File: config.mk
export PLATFORM = sky130hd
export DESIGN_NAME = wino_output_transform_flat
export DESIGN_NICKNAME = d
export VERILOG_FILES = /design/src/rtl/wino_pkg.sv /design/src/rtl/wino_output_transform_if.sv /design/src/rtl/wino_at_1d.sv /design/src/rtl/wino_output_transform.sv /design/src/flat_wrapper.sv
export SDC_FILE = /design/constraint.sdc
export NUM_CORES = 2
export LEC_CHECK = 0
export CAP_MARGIN = 15
export CORE_UTILIZATION = 46
export DETAILED_ROUTE_END_ITERATION = 6
export MAX_ROUTING_LAYER = met4
export REMOVE_ABC_BUFFERS = 1
export SYNTH_ARGS = -nofsm -noshare
export SYNTH_HDL_FRONTEND = slang
export SYNTH_SLANG_ARGS = --single-unit
File: constraint.sdc
create_clock -name clk -period 6.8 [get_ports clk]
set_input_delay 1.36 -clock clk [delete_from_list [all_inputs] [get_ports clk]]
set_output_delay 1.36 -clock clk [all_outputs]
set_load 0.03 [all_outputs]
File: src/rtl/wino_pkg.sv
// wino_pkg: shared FSM state, tile geometry, default widths and packing helper for the Winograd output stage
package wino_pkg;
  typedef enum logic [1:0] {ACCUM, XF1, XF2, OUT} state_t;
  localparam int TILE_IN  = 4;
  localparam int TILE_OUT = 2;
  localparam int DEF_WP   = 24;
  localparam int DEF_WA   = 32;
  // element k = 4r+c sits at bits [(15-k)*w +: w], element 00 in the MSBs
  function automatic int elem_lsb(input int k, input int w);
    return (TILE_IN * TILE_IN - 1 - k) * w;
  endfunction
endpackage

File: src/rtl/wino_output_transform_if.sv
// wino_output_transform_if: product-tile input and 2x2 output-tile handshakes
interface wino_output_transform_if #(
  parameter int WP = 24,
  parameter int WA = 32,
  parameter int WY = WA + 4
);
  logic [16*WP-1:0] in_data;
  logic             in_valid;
  logic             in_last;
  logic             in_ready;
  logic [4*WY-1:0]  out_data;
  logic             out_valid;
  logic             out_ready;
  modport master (output in_data, in_valid, in_last, out_ready, input in_ready, out_data, out_valid);
  modport slave  (input in_data, in_valid, in_last, out_ready, output in_ready, out_data, out_valid);
endinterface

File: src/rtl/wino_at_1d.sv
// wino_at_1d: 1-D A' transform, (a,b,c,d) -> (a+b+c, b-c-d)
module wino_at_1d #(
  parameter int W = 36
) (
  input  logic signed [W-1:0] a,
  input  logic signed [W-1:0] b,
  input  logic signed [W-1:0] c,
  input  logic signed [W-1:0] d,
  output logic signed [W-1:0] p,
  output logic signed [W-1:0] q
);
  assign p = a + b + c;
  assign q = b - c - d;
endmodule

File: src/rtl/wino_output_transform.sv
// wino_output_transform: accumulates 4x4 product tiles over channels, then Y = A'.M.A per tile.
// Define WINO_OUT_RELU_EN to clamp each output element at zero.
module wino_output_transform
  import wino_pkg::*;
#(
  parameter int WP = DEF_WP,
  parameter int WA = DEF_WA
) (
  input logic clk,
  input logic rst,
  wino_output_transform_if.slave io
);
  localparam int WY = WA + 4;
  localparam int NE = TILE_IN * TILE_IN;
  localparam int NY = TILE_OUT * TILE_OUT;
  state_t state;
  logic first;
  logic signed [WA-1:0] acc  [NE];
  logic signed [WA-1:0] prod [NE];
  logic signed [WY-1:0] t    [TILE_OUT*TILE_IN];
  logic signed [WY-1:0] tn   [TILE_OUT*TILE_IN];
  logic signed [WY-1:0] y    [NY];
  logic signed [WY-1:0] yc   [NY];
  logic [4*WY-1:0] out_q;
  for (genvar k = 0; k < NE; k++) begin : g_prod
    assign prod[k] = WA'(signed'(io.in_data[elem_lsb(k, WP) +: WP]));
  end
  // column pass: T row 0 in tn[0..3], T row 1 in tn[4..7]
  for (genvar j = 0; j < TILE_IN; j++) begin : g_col
    wino_at_1d #(.W(WY)) u_col (
      .a(WY'(acc[j])),
      .b(WY'(acc[TILE_IN+j])),
      .c(WY'(acc[2*TILE_IN+j])),
      .d(WY'(acc[3*TILE_IN+j])),
      .p(tn[j]),
      .q(tn[TILE_IN+j])
    );
  end
  for (genvar i = 0; i < TILE_OUT; i++) begin : g_row
    wino_at_1d #(.W(WY)) u_row (
      .a(t[TILE_IN*i]),
      .b(t[TILE_IN*i+1]),
      .c(t[TILE_IN*i+2]),
      .d(t[TILE_IN*i+3]),
      .p(y[TILE_OUT*i]),
      .q(y[TILE_OUT*i+1])
    );
  end
  for (genvar k = 0; k < NY; k++) begin : g_clamp
`ifdef WINO_OUT_RELU_EN
    assign yc[k] = y[k][WY-1] ? '0 : y[k];
`else
    assign yc[k] = y[k];
`endif
  end
  assign io.in_ready  = state == ACCUM;
  assign io.out_valid = state == OUT;
  assign io.out_data  = out_q;
  always_ff @(posedge clk) begin
    if (rst) begin
      state <= ACCUM;
      first <= 1'b1;
      acc   <= '{default: '0};
      t     <= '{default: '0};
      out_q <= '0;
    end else begin
      case (state)
        ACCUM: if (io.in_valid) begin
          for (int k = 0; k < NE; k++) acc[k] <= first ? prod[k] : acc[k] + prod[k];
          first <= 1'b0;
          if (io.in_last) state <= XF1;
        end
        XF1: begin
          t     <= tn;
          state <= XF2;
        end
        XF2: begin
          out_q <= {yc[0], yc[1], yc[2], yc[3]};
          state <= OUT;
        end
        default: if (io.out_ready) begin
          first <= 1'b1;
          state <= ACCUM;
        end
      endcase
    end
  end
endmodule

File: src/flat_wrapper.sv
// flat-port wrapper written by rule: the top's interface ports become plain ports
module wino_output_transform_flat import wino_pkg::*;
#(
  parameter int WP = DEF_WP,
  parameter int WA = DEF_WA
)
  (clk, rst, io_in_data, io_in_valid, io_in_last, io_out_ready, io_in_ready, io_out_data, io_out_valid);
  wino_output_transform_if #(.WP(WP), .WA(WA)) io_i ();
  input logic clk;
  input logic rst;
  input wire logic [$bits(io_i.in_data)-1:0] io_in_data;
  input wire logic [$bits(io_i.in_valid)-1:0] io_in_valid;
  input wire logic [$bits(io_i.in_last)-1:0] io_in_last;
  input wire logic [$bits(io_i.out_ready)-1:0] io_out_ready;
  output wire logic [$bits(io_i.in_ready)-1:0] io_in_ready;
  output wire logic [$bits(io_i.out_data)-1:0] io_out_data;
  output wire logic [$bits(io_i.out_valid)-1:0] io_out_valid;
  assign io_i.in_data = io_in_data;
  assign io_i.in_valid = io_in_valid;
  assign io_i.in_last = io_in_last;
  assign io_i.out_ready = io_out_ready;
  assign io_in_ready = io_i.in_ready;
  assign io_out_data = io_i.out_data;
  assign io_out_valid = io_i.out_valid;
  wino_output_transform #(.WP(WP), .WA(WA)) u_core (.clk(clk), .rst(rst), .io(io_i));
endmodule
==> results.yml <==
route:
  ant_nets: 0
  drc: 0
  first_iter_violations: 7184
  first_pass_iters: 5
  finalWirelength_mm: 334.7
  wl_per_cell_um: 24.39
  vias: 82560
  viasPerCell: 6.014
cells_and_area:
  finalNetCount: 12830
  fin_util_pct: 52.84
  syn_to_final_growth_pct: 13.71
  drive_gt1_share_pct: 3.626
cts:
  h-tree-depth: 3
  insertion_delay_ns: 0.80
  cts_buffer_depth: 3
  clockRootBuffer: "clkbuf_16"
  numCtsBuffers: 121
  cts_tree: "yes"
  path_clk_slew_ns: 0.06
  hold_buffers: 0
  post_cts_buffers: 0
  cts.sinks: 931
  cts_resized: 0
timing:
  max_freq_ghz: 0.1900
  rsz0062_at_grt: "false"
  finalCritPeriodShare_pct: 77.38
  slew_headroom_pct: 24.46
  fin_worst_skew_ns: 0.02138
  finalMaxSlewViolations: 0
  hold_violations: 0
  worstMarginPinSlew_ns: 1.123
  setup_violations: 0
  period_minus_slack_ns: 5.262
die:
  fp.dieH_um: 438.3
  coreArea_um2: 188400
  std_cell_rows: 159
  design.die.area_um2: 192100
  initial_core_util_pct: 46.47
  io_pins: 535
  die_w_um: 438.3
yosys:
  ys_seq_elements: 931
  syn-cell-area_um2: 87550
  synth_cells: 10850
  yosysUniqueCellTypes: 98
  ys_warn_count: 0
  syn_area_per_cell_um2: 8.071
  synth_edf_count: 0
  seq_area_frac_synth_pct: 21.29
  yosys.area.top_type: "dfxtp_1"
  synth_flop_cell: "dfxtp_1"
  async_flop_share_pct: 0
  ys_top_cells_by_count: "1012 x a21oi_1, 984 x nor2_1, 935 x nand2_1"
  yosysMostFrequentCell: "a21oi_1"
  synth_top_cell_area_share_pct: 21.29
  synth.area.top_cells: "dfxtp_1 21%, ha_1 13%, fa_1 9.5%"
power_and_ir_drop:
  power_density_nw_per_um2: 343.0
  vdd_drop_max_mv: 0.2868
  power_mw: 34.15
  leakage_nw: 43.30
critical_path:
  required_ns: 7.44
  path_buf_inv: 2
  cp-endpoint: "u_core.io.out_data[28]$_SDFFE_PP0P_"
  slowest_delay_ns: 0.60
  arrival_ns: 5.90
  cp-startpoint: "u_core.t[36]$_SDFFE_PP0P_"
  end_kind: "flop"
  reg2reg_depth: 17
  crit_type: "flop to flop"
  cp_cell_sequence: "inv_1 -> fa_1 -> inv_1 -> ha_1 -> or2_2 -> fa_1 -> a21o_1 -> a31o_2 -> a31oi_1 -> a41o_1 -> o311ai_2 -> a31oi_2 -> o31ai_4 -> a221oi_1 -> o311a_1 -> xor2_1 -> o21ai_1"
  critPathLaunchType: "flop"
  reg2reg_setup_slack_ns: 1.54
  cp.depth: 17
  crit_fanout: 5
  cp_top_family: "compound AO/OA/AOI/OAI gates"
  reg2reg_from: "u_core.t[36]$_SDFFE_PP0P_"
  slowest_stage: "a221oi_1"
  r2r-end: "u_core.io.out_data[28]$_SDFFE_PP0P_"
global_route:
  grt_pass1_vias: 77340
  antenna_found_initial: 10
  grt_max_degree: 154
  grt.total_usage_pct: 34.91
  grt_pass1_wl_mm: 496.5
  grt_overflow: 0
placement:
  portBuffers: 534
  routabilityCongestion: 0.9952
  hpwl_mm: 264.4
worst_hold_path:
  hold_path_class: "flop to flop"
  worstHoldStart: "u_core.t[30]$_SDFFE_PP0P_"
outcome:
  status: "complete, no violations"
flow_run:
  maxCapViolations: 0
cells in the final DEF, fill, tap and decap left out, drive strengths merged, types with 114 or more instances in the layout:
master | netlist | layout
nor2b | 124 | 124
mux2i | 206 | 206
a21o | 512 | 512
nor2 | 984 | 984
clkbuf | 378 | 162
xor2 | 255 | 255
o21ai | 784 | 784
dfxtp | 931 | 931
fa | 414 | 414
o211ai | 163 | 163
nand2b | 149 | 149
nand2 | 935 | 935
o21a | 114 | 114
xnor2 | 470 | 470
a211oi | 295 | 295
nand3 | 184 | 184
clkdlybuf4s50 | 0 | 533
a31oi | 151 | 151
inv | 668 | 674
a21oi | 1016 | 1016
ha | 910 | 910
report_power, final:
| part | total, mW | internal [mW] | leakage (nW) | switching, mW |
|---|---|---|---|---|
| combinational | 19.7 | 7.63 | 33.5 | 12.1 |
| clock | 7.26 | 4.34 | 2.15 | 2.92 |
| sequential | 7.16 | 6.18 | 7.64 | 0.988 |
worst reg2reg max path, delay by kind of cell (launching register included):
| family | cells | cell delay, ns |
|---|---|---|
| flops | 1 | 0.34 |
| simple gates | 1 | 0.31 |
| compound gates | 10 | 2.94 |
| xor+xnor | 1 | 0.16 |
| fa+ha+maj | 3 | 1.21 |
| buf+inv | 2 | 0.15 |
layout make-up:
cell class	count	area, µm²
clock inverters	67	914.6
multi-input cells	8789	64710
well taps	2495	3122
fillers	18070	88850
clock buffers	162	3507
repair buffers	608	6118
diodes	6	15.01
inverters	669	2521
flip-flops and latches	931	18640
logic make-up after synthesis:
group	Yosys count	share of synthesized area (%)
xor+xnor	725	7.253
flops	931	21.29
buf+inv	1127	4.879
simple gates	2882	14.88
compound gates	3651	26.85
fa+ha+maj	1324	22.47
mux	207	2.368
metal layers:
| layer | GRT usage, % | vias to the layer above | part of all wire, % |
|---|---|---|---|
| li1 | - | 39480 | - |
| met5 | - | - | 0 |
| met2 | 53.36 | 2577 | 44 |
| met1 | 46.63 | 40000 | 45 |
| met4 | 15.10 | 0 | 5.2 |
| met3 | 3.672 | 502 | 5.6 |
sequential cells by signal, summed over array words and instances, names as in the netlist:
signal / count
u_core.t: 272
u_core.acc: 512
u_core.io.out_data: 144
u_core.state: 2
u_core.first: 1
per-stage QoR:
step | std cells | instance area (µm²) | setup TNS (ns) | setup WS, ns | hold WS, ns
CTS | 13720 | 99530 | 0 | 1.616 | 0.4580
detailed placement | 13490 | 95110 | 0 | 1.083 | 0.4443
finish | 13730 | 99550 | 0 | 1.538 | 0.4590
floorplan | 10390 | 85790 | -5689.08 | -17.56 | 0.4250
global route | 13720 | 99530 | 0 | 1.288 | 0.4733
global placement | 13490 | 95110 | 0 | 1.086 | 0.4399
worst min path at each step:
| stage | cells past startpoint | slack [ns] | to |
|---|---|---|---|
| floorplan | 2 | 0.43 | u_core.t[13]$_SDFFE_PP0P_ |
| global placement | 2 | 0.44 | u_core.io.out_data[51]$_SDFFE_PP0P_ |
| detailed placement | 2 | 0.44 | u_core.io.out_data[51]$_SDFFE_PP0P_ |
| CTS | 2 | 0.46 | u_core.io.out_data[51]$_SDFFE_PP0P_ |
| global route | 2 | 0.47 | u_core.t[22]$_SDFFE_PP0P_ |
| finish | 2 | 0.46 | u_core.t[30]$_SDFFE_PP0P_ |
No activity file was read; power rests on OpenSTA's default activity.
